$ cat config.mk
export PLATFORM = sky130hd
export DESIGN_NAME = bkm_control_step_scoreboard
export DESIGN_NICKNAME = d
export VERILOG_FILES = /design/src/rtl/bkm_control_step_scoreboard.sv
export SDC_FILE = /design/constraint.sdc
export NUM_CORES = 1
export LEC_CHECK = 0
export CORE_AREA = 2 2 261 263
export CTS_BUF_LIST = sky130_fd_sc_hd__clkbuf_16
export DETAILED_ROUTE_END_ITERATION = 7
export DIE_AREA = 0 0 263 265
export DONT_BUFFER_PORTS = 1
export GPL_TIMING_DRIVEN = 0
export HOLD_SLACK_MARGIN = 0.15
export PLACE_DENSITY_LB_ADDON = 0.12
export SETUP_SLACK_MARGIN = 0.15
export SLEW_MARGIN = 20
export SYNTH_ARGS = -nofsm -noshare
export SYNTH_HDL_FRONTEND = slang
export SYNTH_SLANG_ARGS = --single-unit
$ cat constraint.sdc
create_clock -name clk -period 17.5 [get_ports clk]
set_input_delay 3.5 -clock clk [delete_from_list [all_inputs] [get_ports clk]]
set_output_delay 3.5 -clock clk [all_outputs]
set_load 0.02 [all_outputs]
$ cat src/rtl/bkm_control_step_scoreboard.sv
// Result scoreboard for the bkm_control_step checker: aligns flags with deltas, keeps saturating
// event counts and per-lane worst |delta|, enforces an error budget and emits an end-of-test verdict.
module bkm_control_step_scoreboard #(
    parameter int W       = 64,
    parameter int CW      = 32,
    parameter int MAX_ERR = 1
) (
    input  logic          clk,
    input  logic          arst,
    input  logic          srst,
    input  logic          enable,
    input  logic          eot,
    input  logic          err_u,
    input  logic          err_v,
    input  logic          war_u,
    input  logic          war_v,
    input  logic [W-1:0]  delta_u,
    input  logic [W-1:0]  delta_v,
    output logic [CW-1:0] chk_cnt,
    output logic [CW-1:0] err_cnt,
    output logic [CW-1:0] war_cnt,
    output logic [CW-1:0] pass_cnt,
    output logic [W-1:0]  max_du,
    output logic [W-1:0]  max_dv,
    output logic          stop_req,
    output logic          sum_valid,
    output logic          sum_pass,
    output logic [1:0]    state
);

    typedef enum logic [1:0] {
        IDLE = 2'd0,
        RUN  = 2'd1,
        HALT = 2'd2,
        DONE = 2'd3
    } state_t;

    state_t         st;
    logic           en_d;
    logic [W-1:0]   du_d;
    logic [W-1:0]   dv_d;

    logic           e_u, e_v, wr_u, wr_v, w_u, w_v;
    logic           scoring, clean, hit;
    logic [CW-1:0]  err_next;

    assign state = st;

    function automatic logic [CW-1:0] sat_add(input logic [CW-1:0] cnt, input logic [1:0] inc);
        logic [CW:0] s;
        s = {1'b0, cnt} + (CW+1)'(inc);
        return s[CW] ? {CW{1'b1}} : s[CW-1:0];
    endfunction

    // Two's complement magnitude; the most negative value maps onto itself, which is the correct unsigned result.
    function automatic logic [W-1:0] mag(input logic [W-1:0] d);
        return d[W-1] ? (~d + 1'b1) : d;
    endfunction

    // NOTE: every signal written here gets a value on every path first, so no latch can be inferred.
    always_comb begin
        e_u      = (err_u !== 1'b0);
        e_v      = (err_v !== 1'b0);
        wr_u     = (war_u !== 1'b0);
        wr_v     = (war_v !== 1'b0);
        w_u      = wr_u && !e_u;
        w_v      = wr_v && !e_v;
        clean    = !e_u && !e_v && !wr_u && !wr_v;
        scoring  = en_d && (st == IDLE || st == RUN);
        err_next = scoring ? sat_add(err_cnt, {1'b0, e_u} + {1'b0, e_v}) : err_cnt;
        hit      = scoring && (MAX_ERR != 0) && (err_next >= CW'(MAX_ERR));
    end

    // NOTE: sequential state uses non-blocking assignments so every register samples pre-edge values.
    always_ff @(posedge clk or posedge arst) begin
        if (arst) begin
            en_d <= 1'b0;
            du_d <= '0;
            dv_d <= '0;
        end else if (srst) begin
            en_d <= 1'b0;
            du_d <= '0;
            dv_d <= '0;
        end else begin
            en_d <= enable;
            du_d <= delta_u;
            dv_d <= delta_v;
        end
    end

    always_ff @(posedge clk or posedge arst) begin
        if (arst) begin
            st        <= IDLE;
            chk_cnt   <= '0;
            err_cnt   <= '0;
            war_cnt   <= '0;
            pass_cnt  <= '0;
            max_du    <= '0;
            max_dv    <= '0;
            stop_req  <= 1'b0;
            sum_valid <= 1'b0;
            sum_pass  <= 1'b0;
        end else if (srst) begin
            st        <= IDLE;
            chk_cnt   <= '0;
            err_cnt   <= '0;
            war_cnt   <= '0;
            pass_cnt  <= '0;
            max_du    <= '0;
            max_dv    <= '0;
            stop_req  <= 1'b0;
            sum_valid <= 1'b0;
            sum_pass  <= 1'b0;
        end else begin
            sum_valid <= 1'b0;
            if (scoring) begin
                st       <= RUN;
                chk_cnt  <= sat_add(chk_cnt, 2'd1);
                err_cnt  <= err_next;
                war_cnt  <= sat_add(war_cnt, {1'b0, w_u} + {1'b0, w_v});
                pass_cnt <= sat_add(pass_cnt, {1'b0, clean});
                if (mag(du_d) > max_du) max_du <= mag(du_d);
                if (mag(dv_d) > max_dv) max_dv <= mag(dv_d);
            end
            if (hit) begin
                stop_req <= 1'b1;
                st       <= HALT;
            end
            // End of test wins over a same-cycle budget hit; the verdict sees this cycle's errors.
            if (eot && st != DONE) begin
                st        <= DONE;
                sum_valid <= 1'b1;
                sum_pass  <= (err_next == '0);
            end
        end
    end

endmodule

======== Word-level counts from Yosys, hierarchy flattened ========
Cells that the tools add are included.
storage, ports and cells
  bits in registers ....................... 390
  bits of input ports ..................... 137
  output and inout port bits .............. 261
  word-level logic and storage cells ...... 89
cells by class
  add/subtract/negate cells ............... 8
  $lt $le $gt $ge ......................... 3
  equality and inequality tests ........... 6
  multiplexer cells ....................... 34
  bitwise gates (word level) .............. 2
  reductions and logical operators ........ 23
operators by type and width
  operator                                                             count
  2-to-1 mux 64 bit                                                    10
  2-to-1 mux 32 bit                                                    13
  adder 64 x 1 -> 64 bit (second input constant)                       2
  > comparator 64 bit                                                  2
  inverter 64 bit                                                      2
  adder 32 x 2 -> 33 bit                                               2
  adder 32 x 1 -> 33 bit                                               1
  adder 32 x 1 -> 33 bit (second input constant)                       1
  greater-or-equal comparator 32 x 1 -> 1 bit (second input constant)  1
  logical NOT 32 bit                                                   1
  nonzero test 2 bit                                                   5
  logical AND 1 bit                                                    8
  2-to-1 mux 2 bit                                                     4
  2-to-1 mux 1 bit                                                     7
  adder 1 x 1 -> 2 bit                                                 2
  logical NOT 1 bit                                                    4
  !== test 1 bit (second input constant)                               4
  AND reduction 2 bit                                                  2
  nonzero test 4 bit                                                   1
  == test 2 x 1 -> 1 bit (second input constant)                       1
  logical NOT 2 bit                                                    1
  inequality test 2 bit (second input constant)                        1
  logical OR 1 bit                                                     1

======== Longest topological paths before layout ========
Gate-level depths: netlist of the first run.
  word-level depth ........................ 10
  mapped depth ............................ 19
  gate-level depth less buffers ........... 17

======== Worst setup path before layout of the first run ========
No wires, ideal clock.
  kind .................................... in2reg
  start ................................... input err_u
  end ..................................... register st[0] (netlist: state[0])
  setup time .............................. 67 ps
  data arrival time ....................... 6,573 ps
  required time ........................... 17,433 ps
  path slack .............................. 10,860 ps
  stages on the path ...................... 13
  buffers on the path ..................... 1
  cell sequence ........................... inv_1 fa_1 inv_1 ha_1 and4b_1 buf_2 mux2_2 o22ai_1 a21oi_1 or4b_1 or4_1 nor4_2 o311a_1
on the way
  longest elaborated chain between the ends .. 10
  elaborated cells on any way between the ends .. 11
  classes of those cells .................. add/sub (2); order compare (1); eq/ne (1); mux (5); reduce/logical (2)
RTL lines
  what                                           RTL line  RTL
  start, declared                                13        input logic err_u,
  !== test 1 bit *                               62        e_u = (err_u !== 1'b0);
  adder 1 x 1 -> 2 bit *                         70        err_next = scoring ? sat_add(err_cnt, {1'b0, e_u} + {1'b0, e_v}) : err_cnt;
  adder 32 x 2 -> 33 bit *                       51        s = {1'b0, cnt} + (CW+1)'(inc);
  2-to-1 mux 32 bit *                            52        return s[CW] ? {CW{1'b1}} : s[CW-1:0];
  2-to-1 mux 32 bit *                            70
  greater-or-equal comparator 32 x 1 -> 1 bit *  71        hit = scoring && (MAX_ERR != 0) && (err_next >= CW'(MAX_ERR));
  logical AND 1 bit *                            71
  2-to-1 mux 2 bit                               125       if (hit) begin
  2-to-1 mux 2 bit                               130       if (eot && st != DONE) begin
  2-to-1 mux 2 bit                               103       end else if (srst) begin
  end signal, assigned                           104       st <= IDLE;
  end signal, assigned                           127       st <= HALT;
  end signal, assigned                           131       st <= DONE;
  end, declared                                  38        state_t st;
Mark *: on every way between the ends. The rest lies on a longest branch, timed or not.
A chain may end at the register's enable or synchronous reset.

======== Final worst setup path of the first run ========
  start ................................... input err_u
  end ..................................... register stop_req
on the way
  longest elaborated chain between the ends .. 8
RTL lines
  what                                         RTL line  RTL
  !== test 1 bit                               62
  adder 1 x 1 -> 2 bit                         70
  adder 32 x 2 -> 33 bit                       51
  2-to-1 mux 32 bit                            52
  2-to-1 mux 32 bit                            70
  greater-or-equal comparator 32 x 1 -> 1 bit  71
  logical AND 1 bit                            71
  nonzero test 2 bit (no line)                 -
  end signal, assigned                         100       stop_req <= 1'b0;
  end signal, assigned                         111       stop_req <= 1'b0;
  end signal, assigned                         126       stop_req <= 1'b1;
  end, declared                                25        output logic stop_req,
No other way between the ends.

==> impl_results.md, run 1 <==
- DIE AREA: between 60000 and 70000 um^2
- Crit path largest cell delay: about 0.56 ns
- Root buffer cell: clkbuf_16
- Post-CTS setup repair buffer count: 0
- Footprint of the multi-input gates: between 10000 and 15000 um^2
- First DRT Iteration DRCs: 1753
- Worst VDD drop: just over 0.00006 V
- FF-to-FF setup slack: about 11 ns
- Clock sinks: between 300 and 400
- R2R Path End: max_dv[12]$_DFFE_PP0P_
- FP Rows: 95
- Worst slew pin tran: 1.07 ns
- Antenna Nets Post-Route: 0
- HP Class: reg2reg
- Post-CTS sizing: 0
- Num CTS Buffers: between 40 and 50
- Via count: slightly above 20000
- Crit Path Class: in2reg
- Tcrit/Tclk final: 38.2%
- Fillers: between 6000 and 7000
- Crit-path cells: inv_1 > fa_1 > inv_1 > ha_1 > nand4b_1 > nor3_2 > nand3_1 > o31ai_1 > or4b_1 > or4_1 > nor4_2 > o2bb2ai_1
- Delay-heaviest family, CP: simple AND/OR/NAND/NOR gates
- Avg WL per Cell: 22.9 um
- Power per Cell Area: between 90 and 100 nW/um^2
- Top post-synthesis cells by count: dfrtp_1 (390), a21oi_1 (250), o21ai_0 (213)
- Worst Setup SP: err_u
- Die W: between 200 and 300 um
- Die height: between 200 and 300 um
- Worst Skew: around 0.030 ns
- Gate count of the mapped netlist: between 2000 and 3000
- Synth area leader: dfrtp_1
- Gr usage total: between 20 and 25%
- Register area: between 9000 and 10000 um^2
- Post-route cell area: 26100 um^2
- Port Buffers: 0
- Max_cap viols: 0
- Wirelength, routed: 82400 um
- DRT Pass-1 Iters: 5
- Slew headroom: approximately 28%
- Worst hold path depth: 2
- Synth Warn #: 0
- Worst-Skew Late Latency: roughly 0.60 ns
- Largest net degree at the start of global routing: between 90 and 100
- Gr ovfl total: 0
- CP max-delay cell: nor4_2
- Critical Path AT: 7.13 ns
- Leak: slightly above 10 nW
- Setup Viol. Count Final: 0
- Setup TNS: 0 ns
- Vias in the first global route: approximately 20000
- GP Congestion: a little under 0.9
- Mapped Area: 23200 um^2
- Status: finished clean
- Final setup margin: 10.82 ns
- Layout cell share with drive strength beyond 1: under 10%
- P&R area growth vs syn: 12.6%
- Count leader, synth: dfrtp_1
- RSZ-0062 raised after global routing: no
- Post-DP HPWL: between 60000 and 70000 um
- Antenna violations before repair: 11
- Area fraction of the dominant cell type after synthesis: between 40% and 50%
- Stages on the worst setup path: 12
- Final min period: about 6.7 ns
- WP buf/inv: 2
- Initial Utilization: roughly a third
- Worst Path Max Fanout: 7
- CP Data Required Time: roughly 18 ns
- DRC viols: 0
- Most common cell on crit path: inv_1
- Clock H-tree levels: 2
- Ranking of synthesized cells by area: dfrtp_1 (42%), ha_1 (7.3%), a21oi_1 (5.4%), xnor2_1 (4.7%), o21ai_0 (4.6%)
- Fmax: 150 MHz
- Worst Reg-to-Reg Cells: 18
- Worst Setup Start Kind: input pin
- Post-DP Area: between 20000 and 25000 um^2
- Fin util: 39.1%
- Post-synth top flop: dfrtp_1
- First-pass GRT wire length: ~120000 um
- Synth Net Count: a little under 3000
- Vias per inst: ~5.7
- Final Hold Slack: ~0.60 ns
- R2r startpoint: dv_d[0]$_DFF_PP0_
- DP Worst Slack: a little over 10 ns
- Worst Setup EP: stop_req$_DFFE_PP0P_
- Post-synth cell types: just under 70
- Clock-pin slew on the worst setup and hold paths: ~0.060 ns
- Fin. Hold Viols: 0
- Core ar.: about 67000 um^2
- Crit path capture type: flip-flop
- Nets: about 3000
- Slew Viols, Final: 0
- Clock Tree Buf Depth: 3
- CTS hold repair buffers: 0
- CTS tree: built
- Synthesized area per cell: 8.87 um^2
- #FFs+latches synth: 390
- Ports: slightly below 400
- Seq/Total Area, Yosys: 42.1%
- EDFF count, synth: 0
- Ys async rst share: 100%
[worst min path at each step]
| stage | from | end | slack (ns) |
|---|---|---|---|
| 3_5_place_dp | du_d[0]$_DFF_PP0_ | max_du[0]$_DFFE_PP0P_ | 0.59 |
| 3_3_place_gp | du_d[0]$_DFF_PP0_ | max_du[0]$_DFFE_PP0P_ | 0.58 |
| 6_report | du_d[0]$_DFF_PP0_ | max_du[0]$_DFFE_PP0P_ | 0.60 |
| 2_1_floorplan | du_d[0]$_DFF_PP0_ | max_du[0]$_DFFE_PP0P_ | 0.52 |
| 5_1_grt | du_d[0]$_DFF_PP0_ | max_du[0]$_DFFE_PP0P_ | 0.63 |
| 4_1_cts | du_d[0]$_DFF_PP0_ | max_du[0]$_DFFE_PP0P_ | 0.60 |
[flip-flops by register name, summed over array words and instances (netlist names)]
name,flops
chk_cnt,32
du_d,64
dv_d,64
en_d,1
err_cnt,32
max_du,64
max_dv,64
pass_cnt,32
state,2
stop_req,1
sum_pass,1
sum_valid,1
war_cnt,32
[worst register-to-register path, stage by stage, from the launching register on]
cell	delay (ns)
dfrtp_1	0.42
inv_1	0.10
ha_1	0.16
nand2b_1	0.10
nor4_1	0.83
nand4_1	0.82
or4_4	0.81
o31ai_4	0.19
xnor2_1	0.13
ha_1	0.30
nand4_1	0.20
nor4_1	0.52
nand2_1	0.19
o21ai_0	0.29
nor2_1	0.12
o21ai_1	0.58
clkbuf_1	0.47
nand3_1	0.15
a21oi_1	0.19
[cells in the final DEF, fill, tap and decap left out, drive strengths merged, types with 29 or more instances in the layout]
cell and instances:
clkbuf 194, mux2i 32, or3 30, o21ai 216, nor4 29, nor3 163, xnor2 125, and3 48
inv 159, nor2b 138, a31oi 29, a21oi 250, o41ai 33, nand2 133, nand4 57, ha 135
dfrtp 390, o31ai 36, nand3 150, nor2 97
[routing by layer]
layer,routed length (um),track usage (%),up-vias,part of all wire [%]
met1,36100,30.7,10000,44
met5,59,0,-,0.072
met4,1920,5.85,10,2.3
met2,37800,36.5,639,46
li1,-,-,9565,-
met3,6580,6.75,119,8.0
[power breakdown]
| part | switching, mW | internal (mW) |
|---|---|---|
| registers | 0.0714 | 0.937 |
| clock network | 0.421 | 0.640 |
| logic | 0.207 | 0.128 |
| total | 0.699 | 1.70 |
[final cells by class]
type / count / share of cell area, %
diodes: 6 / 0.0575
plain buffers: 161 / 2.38
clock buffers: 49 / 4.69
clock inverters: 39 / 1.60
inverters: 149 / 2.17
multi-input cells: 1917 / 47.1
flip-flops and latches: 390 / 37.4
well taps: 873 / 4.18
repair buffers: 7 / 0.489
[metrics by stage]
| stage | instances | power, mW |
|---|---|---|
| 6_report | 3591 | 2.40 |
| 5_1_grt | 3588 | 2.52 |
| 4_1_cts | 3585 | 2.43 |
| 3_5_place_dp | 3497 | 1.36 |
| 3_3_place_gp | 3490 | 1.35 |
| 2_1_floorplan | 2617 | 1.25 |
[cells by family after synthesis]
logic type	after synthesis	synth area share [%]
AOI/OAI and AO/OA	674	17.2
adders and majority gates	137	7.45
buffers and inverters	310	5.08
xor gates and xnor gates	137	5.17
DFF	390	42.1
muxes	33	1.43
and+or+nand+nor	936	21.6
Power figures use the tool's default switching activity.
==> run 2: changes to the inputs <==
==> constraint.sdc (replaced) <==
create_clock -name clk -period 6.5 [get_ports clk]
set_input_delay 1.3 -clock clk [delete_from_list [all_inputs] [get_ports clk]]
set_output_delay 1.3 -clock clk [all_outputs]
set_load 0.02 [all_outputs]
==> run 2 against run 1 <==
Clock power increased by 150%. Clock skew decreased by 0.010 ns. Clock-buffer cell count unchanged. Cell count increased by 0.36%. Worst hold slack got worse by 0.014 ns. Critical path depth increased by 4. Sequential cell count unchanged. Total power increased to 2.6 times the previous value. Non-clock buffer count increased by 14. Worst setup slack got worse by 10 ns. Largest cell class unchanged. Highest routed layer unchanged.
==> impl_results.md, run 2 (synthesized netlist as in run 1, its figures left out) <==
- Status: finished clean
- First-pass GRT wire length: 125000 um (+0.57%)
- Post-DP HPWL: 62700 um (+0.92%)
- Antenna Nets Post-Route: 0 (unchanged)
- Most frequent cells in the layout: dfrtp_1 (390), a21oi_1 (250), o21ai_0 (213), nor3_1 (161), inv_1 (158)
- DP Worst Slack: -0.0404 ns (-10.27 ns)
- DRT Pass-1 Iters: 6 (+1)
- HP Class: reg2reg
- Worst VDD drop: 0.000165 V (+170%)
- CTS tree: built
- Clock sinks: 390 (unchanged)
- Vias per inst: 5.65 (-0.33%)
- Gr ovfl total: 0 (unchanged)
- DIE AREA: 69700 um^2 (unchanged)
- Setup Viol. Count Final: 0 (unchanged)
- Clock H-tree levels: 2 (unchanged)
- Antenna violations before repair: 9 (-2)
- CP Data Required Time: 7.00 ns (-10.96 ns)
- FP Rows: 95 (unchanged)
- Final setup margin: 0.537 ns (-10.29 ns)
- Clock-pin slew on the worst setup and hold paths: 0.06 ns (about the same)
- Wirelength, routed: 82300 um (about the same)
- Fin. Hold Viols: 0 (unchanged)
- CP max-delay cell: nor4_1
- Nets: 2963 (+0.47%)
- Core ar.: 66800 um^2 (unchanged)
- Crit path largest cell delay: 0.76 ns (+0.20 ns)
- Worst slew pin tran: 1.09 ns (+0.0213 ns)
- Post-route cell area: 26200 um^2 (+0.28%)
- Worst Skew: 0.0197 ns (-0.0100 ns)
- Worst Path Max Fanout: 10 (+3)
- Crit Path Class: reg2reg
- Worst Setup Start Kind: flip-flop
- Num CTS Buffers: 49 (unchanged)
- Slew headroom: 26.8% (-1.3 points)
- Via count: 20400 (+0.034%)
- Commonest non-fill, non-tap cell in the layout: dfrtp_1
- Slew Viols, Final: 0 (unchanged)
- Die W: 263 um (unchanged)
- Die height: 265 um (unchanged)
- Max_cap viols: 0 (unchanged)
- Clock Tree Buf Depth: 3 (unchanged)
- GP Congestion: 0.880 (+0.39%)
- Largest net degree at the start of global routing: 34 (-65%)
- Layout cell share with drive strength beyond 1: 5.06% (+0.71 points)
- Tcrit/Tclk final: around 92%
- Avg WL per Cell: 22.8 um (-0.44%)
- Gr usage total: 23.1% (+0.083 points)
- DRC viols: 0 (unchanged)
- Power per Cell Area: 238 nW/um^2 (+160%)
- Critical Path AT: 6.46 ns (-0.67 ns)
- Crit path capture type: flip-flop
- Leak: 10.4 nW (+0.47%)
- Root buffer cell: clkbuf_16
- Final min period: a little under 6 ns
- Vias in the first global route: 20100 (+1.7%)
- Ports: 398 (unchanged)
- Post-DP Area: 24600 um^2 (+0.56%)
- Port Buffers: 0 (unchanged)
- Fmax: about 170 MHz
- First DRT Iteration DRCs: 1415 (-19%)
- Crit-path cells: nor4_1 > nor2b_1 > nand4_1 > clkbuf_1 > o41ai_1 > xnor2_1 > ha_1 > nand4_1 > nor4_1 > nand2_1 > o21ai_0 > nor2_1 > o21ai_1 > clkbuf_1 > nand3_1 > a21oi_1
- Initial Utilization: 34.7% (unchanged)
- P&R area growth vs syn: 12.9%
- Worst-Skew Late Latency: 0.59 ns (about the same)
- RSZ-0062 raised after global routing: yes
## run 2: final timing paths
kind	start	endpoint	slack, ns	cells after the start
max	dv_d[10]$_DFF_PP0_	max_dv[26]$_DFFE_PP0P_	0.54	16
min	du_d[0]$_DFF_PP0_	max_du[0]$_DFFE_PP0P_	0.58	2
max reg2reg	dv_d[10]$_DFF_PP0_	max_dv[26]$_DFFE_PP0P_	0.54	16
min reg2reg	du_d[0]$_DFF_PP0_	max_du[0]$_DFFE_PP0P_	0.58	2
max in group asynchronous	arst	max_du[33]$_DFFE_PP0P_	4.38	6
min in group asynchronous	arst	dv_d[10]$_DFF_PP0_	0.62	1
## run 2: layout make-up
class                           count  area (um^2)
Clock buffer                       49         1230
Tap cell                          873         1090
Buffer                            160          618
Sequential cell                   390         9760
Inverter                          149          563
Timing Repair Buffer               22          340
Clock inverter                     42          284
Antenna cell                        2         5.00
Multi-Input combinational cell   1917        12300
Fill cell                        6753        40600
## run 2: critical path, delay by kind of cell, from the launching register on
| kind | cells | cell delay (ns) |
|---|---|---|
| flops | 1 | 0.40 |
| buf+inv | 2 | 0.88 |
| simple gates | 8 | 2.48 |
| fa+ha+maj | 1 | 0.32 |
| xor+xnor | 1 | 0.15 |
| compound gates | 4 | 1.63 |
## run 2: layer usage
layer,share of wire (%),track usage (%)
met3,9.0,7.29
met2,46,37.7
met5,0.085,0
met4,2.3,5.87
met1,42,29.6
## run 2: report_power, final
part / switching (mW) / internal [mW]
Combinational: 0.553 / 0.352
Clock: 1.13 / 1.49
Sequential: 0.192 / 2.52
Total: 1.87 / 4.36
## run 2: through the flow
step	power (mW)	instances	TNS, ns	hold WS, ns	utilization (%)
after floorplan	3.35	2617	-17.90	0.523	-
after CTS	6.31	3598	0	0.583	39.1
after global routing	6.54	3603	0	0.611	39.2
after detailed placement	3.66	3504	-0.0599	0.577	36.8
after global placement	3.63	3490	-996.40	0.578	36.4
final	6.23	3604	0	0.585	39.2
## run 2: what timing repair did
action / in CTS / in global routing
setup buffers: 3 / 5
pin swaps: 1 / 2
hold buffers: 0 / 0
cloned: 0 / 0
endpoints found under the setup margin: 60 / 124
gates resized for setup: 0 / 4
==> run 3: changes to the inputs <==
--- a/config.mk
+++ b/config.mk
@@ -12,7 +12,7 @@
 export DONT_BUFFER_PORTS = 1
 export GPL_TIMING_DRIVEN = 0
 export HOLD_SLACK_MARGIN = 0.15
-export PLACE_DENSITY_LB_ADDON = 0.12
+export PLACE_DENSITY = 0.47
 export SETUP_SLACK_MARGIN = 0.15
 export SLEW_MARGIN = 20
 export SYNTH_ARGS = -nofsm -noshare
==> run 3 against run 2 <==
First-iteration DRC count is 13% higher. Die area unchanged. Critical endpoint is now max_dv[28]$_DFFE_PP0P_. Maximum frequency decreased by 1.0%. Critical path depth grew 1.
==> impl_results.md, run 3 (synthesized netlist as in run 1, its figures left out) <==
- HP Class: in2async
- Logic pwr share: 14.7% (+0.2 points)
- DP Worst Slack: -0.00354 ns (+0.0369 ns)
- Worst VDD drop: 0.000184 V (+11%)
- GP Congestion: 0.897 (+1.9%)
- DRT Pass-1 Iters: 6 (unchanged)
- Root buffer cell: clkbuf_16
- DIE AREA: 69700 um^2 (unchanged)
- Core ar.: 66800 um^2 (unchanged)
- Final min period: 6.03 ns (+0.0623 ns)
- Tcrit/Tclk final: 92.7% (+0.96 points)
- CP Data Required Time: 7.00 ns (about the same)
- Clock H-tree levels: 2 (unchanged)
- Clock Tree Buf Depth: 3 (unchanged)
- Worst Setup Start Kind: flip-flop
- Worst slew pin tran: 1.09 ns (-0.00543 ns)
- Final setup margin: 0.474 ns (-0.0623 ns)
- Footprint of the multi-input gates: 12300 um^2 (about the same)
- Slew Viols, Final: 0 (unchanged)
- CTS hold repair buffers: 0 (unchanged)
- Fin. Hold Viols: 0 (unchanged)
- Avg WL per Cell: 23.1 um (+1.0%)
- Max_cap viols: 0 (unchanged)
- Status: finished clean
- Fillers: 6732 (-0.31%)
- Cell-internal power: 4.39 mW (+0.58%)
- Vias per inst: 5.65 (about the same)
- Worst Skew: 0.0133 ns (-0.00641 ns)
- Crit Path Class: reg2reg
- Layout cell share with drive strength beyond 1: 4.81% (-0.25 points)
- Commonest non-fill, non-tap cell in the layout: dfrtp_1
- Clock-pin slew on the worst setup and hold paths: 0.06 ns (about the same)
- Switching share of power: 29.6% (-0.40 points)
- First DRT Iteration DRCs: 1593 (+13%)
- P&R area growth vs syn: 12.9% (about the same)
- Wirelength, routed: 83200 um (+0.99%)
- Die height: 265 um (unchanged)
- Setup Viol. Count Final: 0 (unchanged)
- Clock sinks: 390 (unchanged)
- FP Rows: 95 (unchanged)
- Flop pwr share: 43.6% (about the same)
- Power per Cell Area: 238 nW/um^2 (about the same)
- CTS tree: built
- Gr usage total: 23.3% (+0.19 points)
- Antenna violations before repair: 9 (unchanged)
- Antenna Nets Post-Route: 0 (unchanged)
- DRC viols: 0 (unchanged)
- Setup TNS: 0 ns (unchanged)
- Initial Utilization: 34.7% (unchanged)
- RSZ-0062 raised after global routing: no
- Vias in the first global route: 20200 (+0.73%)
- Register area: 9760 um^2 (unchanged)
- Post-DP HPWL: 63400 um (+0.98%)
- Nets: 2966 (+0.10%)
- Num CTS Buffers: 48 (-2.0%)
- Most frequent cells in the layout: dfrtp_1 (390), a21oi_1 (250), o21ai_0 (213), nor3_1 (161), inv_1 (156)
- Fmax: 166 MHz (-1.0%)
- Ports: 398 (unchanged)
- First-pass GRT wire length: 126000 um (+0.36%)
- Worst-Skew Late Latency: 0.59 ns (about the same)
- Largest net degree at the start of global routing: 36 (+5.9%)
- Gr ovfl total: 0 (unchanged)
- Crit path capture type: flip-flop
- Leak: 10.4 nW (about the same)
- Port Buffers: 0 (unchanged)
- Slew headroom: 27.0% (+0.22 points)
- Clock group share of total power: 41.8% (about the same)
- Via count: 20300 (-0.13%)
- Psw: 1.85 mW (-1.3%)
- Critical Path AT: 6.53 ns (+0.07 ns)
- Worst Path Max Fanout: 10 (unchanged)
- Die W: 263 um (unchanged)
[run 3: area by class of cell]
class | count | share of cell area (%)
clock inverters | 35 | 0.965
repair buffers | 25 | 1.44
multi-input cells | 1917 | 46.9
clock buffers | 49 | 4.68
plain buffers | 161 | 2.38
inverters | 149 | 2.15
flip-flops and latches | 390 | 37.2
diodes | 3 | 0.0287
well taps | 873 | 4.17
[run 3: through the flow]
step	hold WS [ns]	util [%]	total power [mW]	instances	cell area (um^2)
floorplan	0.523	-	3.35	2617	23200
global placement	0.578	36.4	3.63	3490	24300
detailed placement	0.590	36.9	3.67	3507	24600
CTS	0.481	39.1	6.30	3593	26100
global route	0.505	39.2	6.53	3601	26200
finish	0.519	39.2	6.23	3602	26200
[run 3: worst paths after layout]
kind | startpoint | to | slack [ns] | cells after the start
max in group asynchronous | arst | max_du[41]$_DFFE_PP0P_ | 4.61 | 6
worst min register to register | du_d[0]$_DFF_PP0_ | max_du[0]$_DFFE_PP0P_ | 0.59 | 2
worst max-delay path | dv_d[4]$_DFF_PP0_ | max_dv[28]$_DFFE_PP0P_ | 0.47 | 17
worst max register to register | dv_d[4]$_DFF_PP0_ | max_dv[28]$_DFFE_PP0P_ | 0.47 | 17
worst min-delay path | arst | err_cnt[15]$_DFFE_PP0P_ | 0.52 | 1
min in group clk | du_d[0]$_DFF_PP0_ | max_du[0]$_DFFE_PP0P_ | 0.59 | 2
[run 3: what timing repair did]
action / CTS / global route
gates resized for setup: 0 / 5
endpoints found under the setup margin: 60 / 115
pin swaps: 1 / 2
setup buffers: 2 / 6
[run 3: critical path, stage by stage, from the launching register on]
cell	delay, ns
dfrtp_1	0.40
or3_1	0.43
nor4_1	0.80
nand4_1	0.17
buf_4	0.23
or4_4	0.57
o31ai_4	0.19
xnor2_1	0.14
ha_1	0.29
nand4_1	0.20
nor4_1	0.50
nand2_1	0.18
o21ai_0	0.30
nor2_1	0.12
o21ai_1	0.59
clkbuf_1	0.50
nand3_1	0.15
a21oi_1	0.18
[run 3: power by group through the flow]
stage	logic (mW)	registers, mW	clock network, mW
3_5_place_dp	0.911	2.76	0
3_3_place_gp	0.869	2.76	0
6_report	0.914	2.72	2.61
5_1_grt	1.04	2.72	2.76
4_1_cts	0.917	2.72	2.67
2_1_floorplan	0.649	2.70	0
[run 3: layer usage]
layer  track usage [%]  up-vias  share of wire (%)
li1                  -     9588                  -
met1              29.2     9924                 42
met2              37.5      670                 46
met3              7.90      142                8.8
met4              7.66       10                3.1
met5                 0        -              0.071
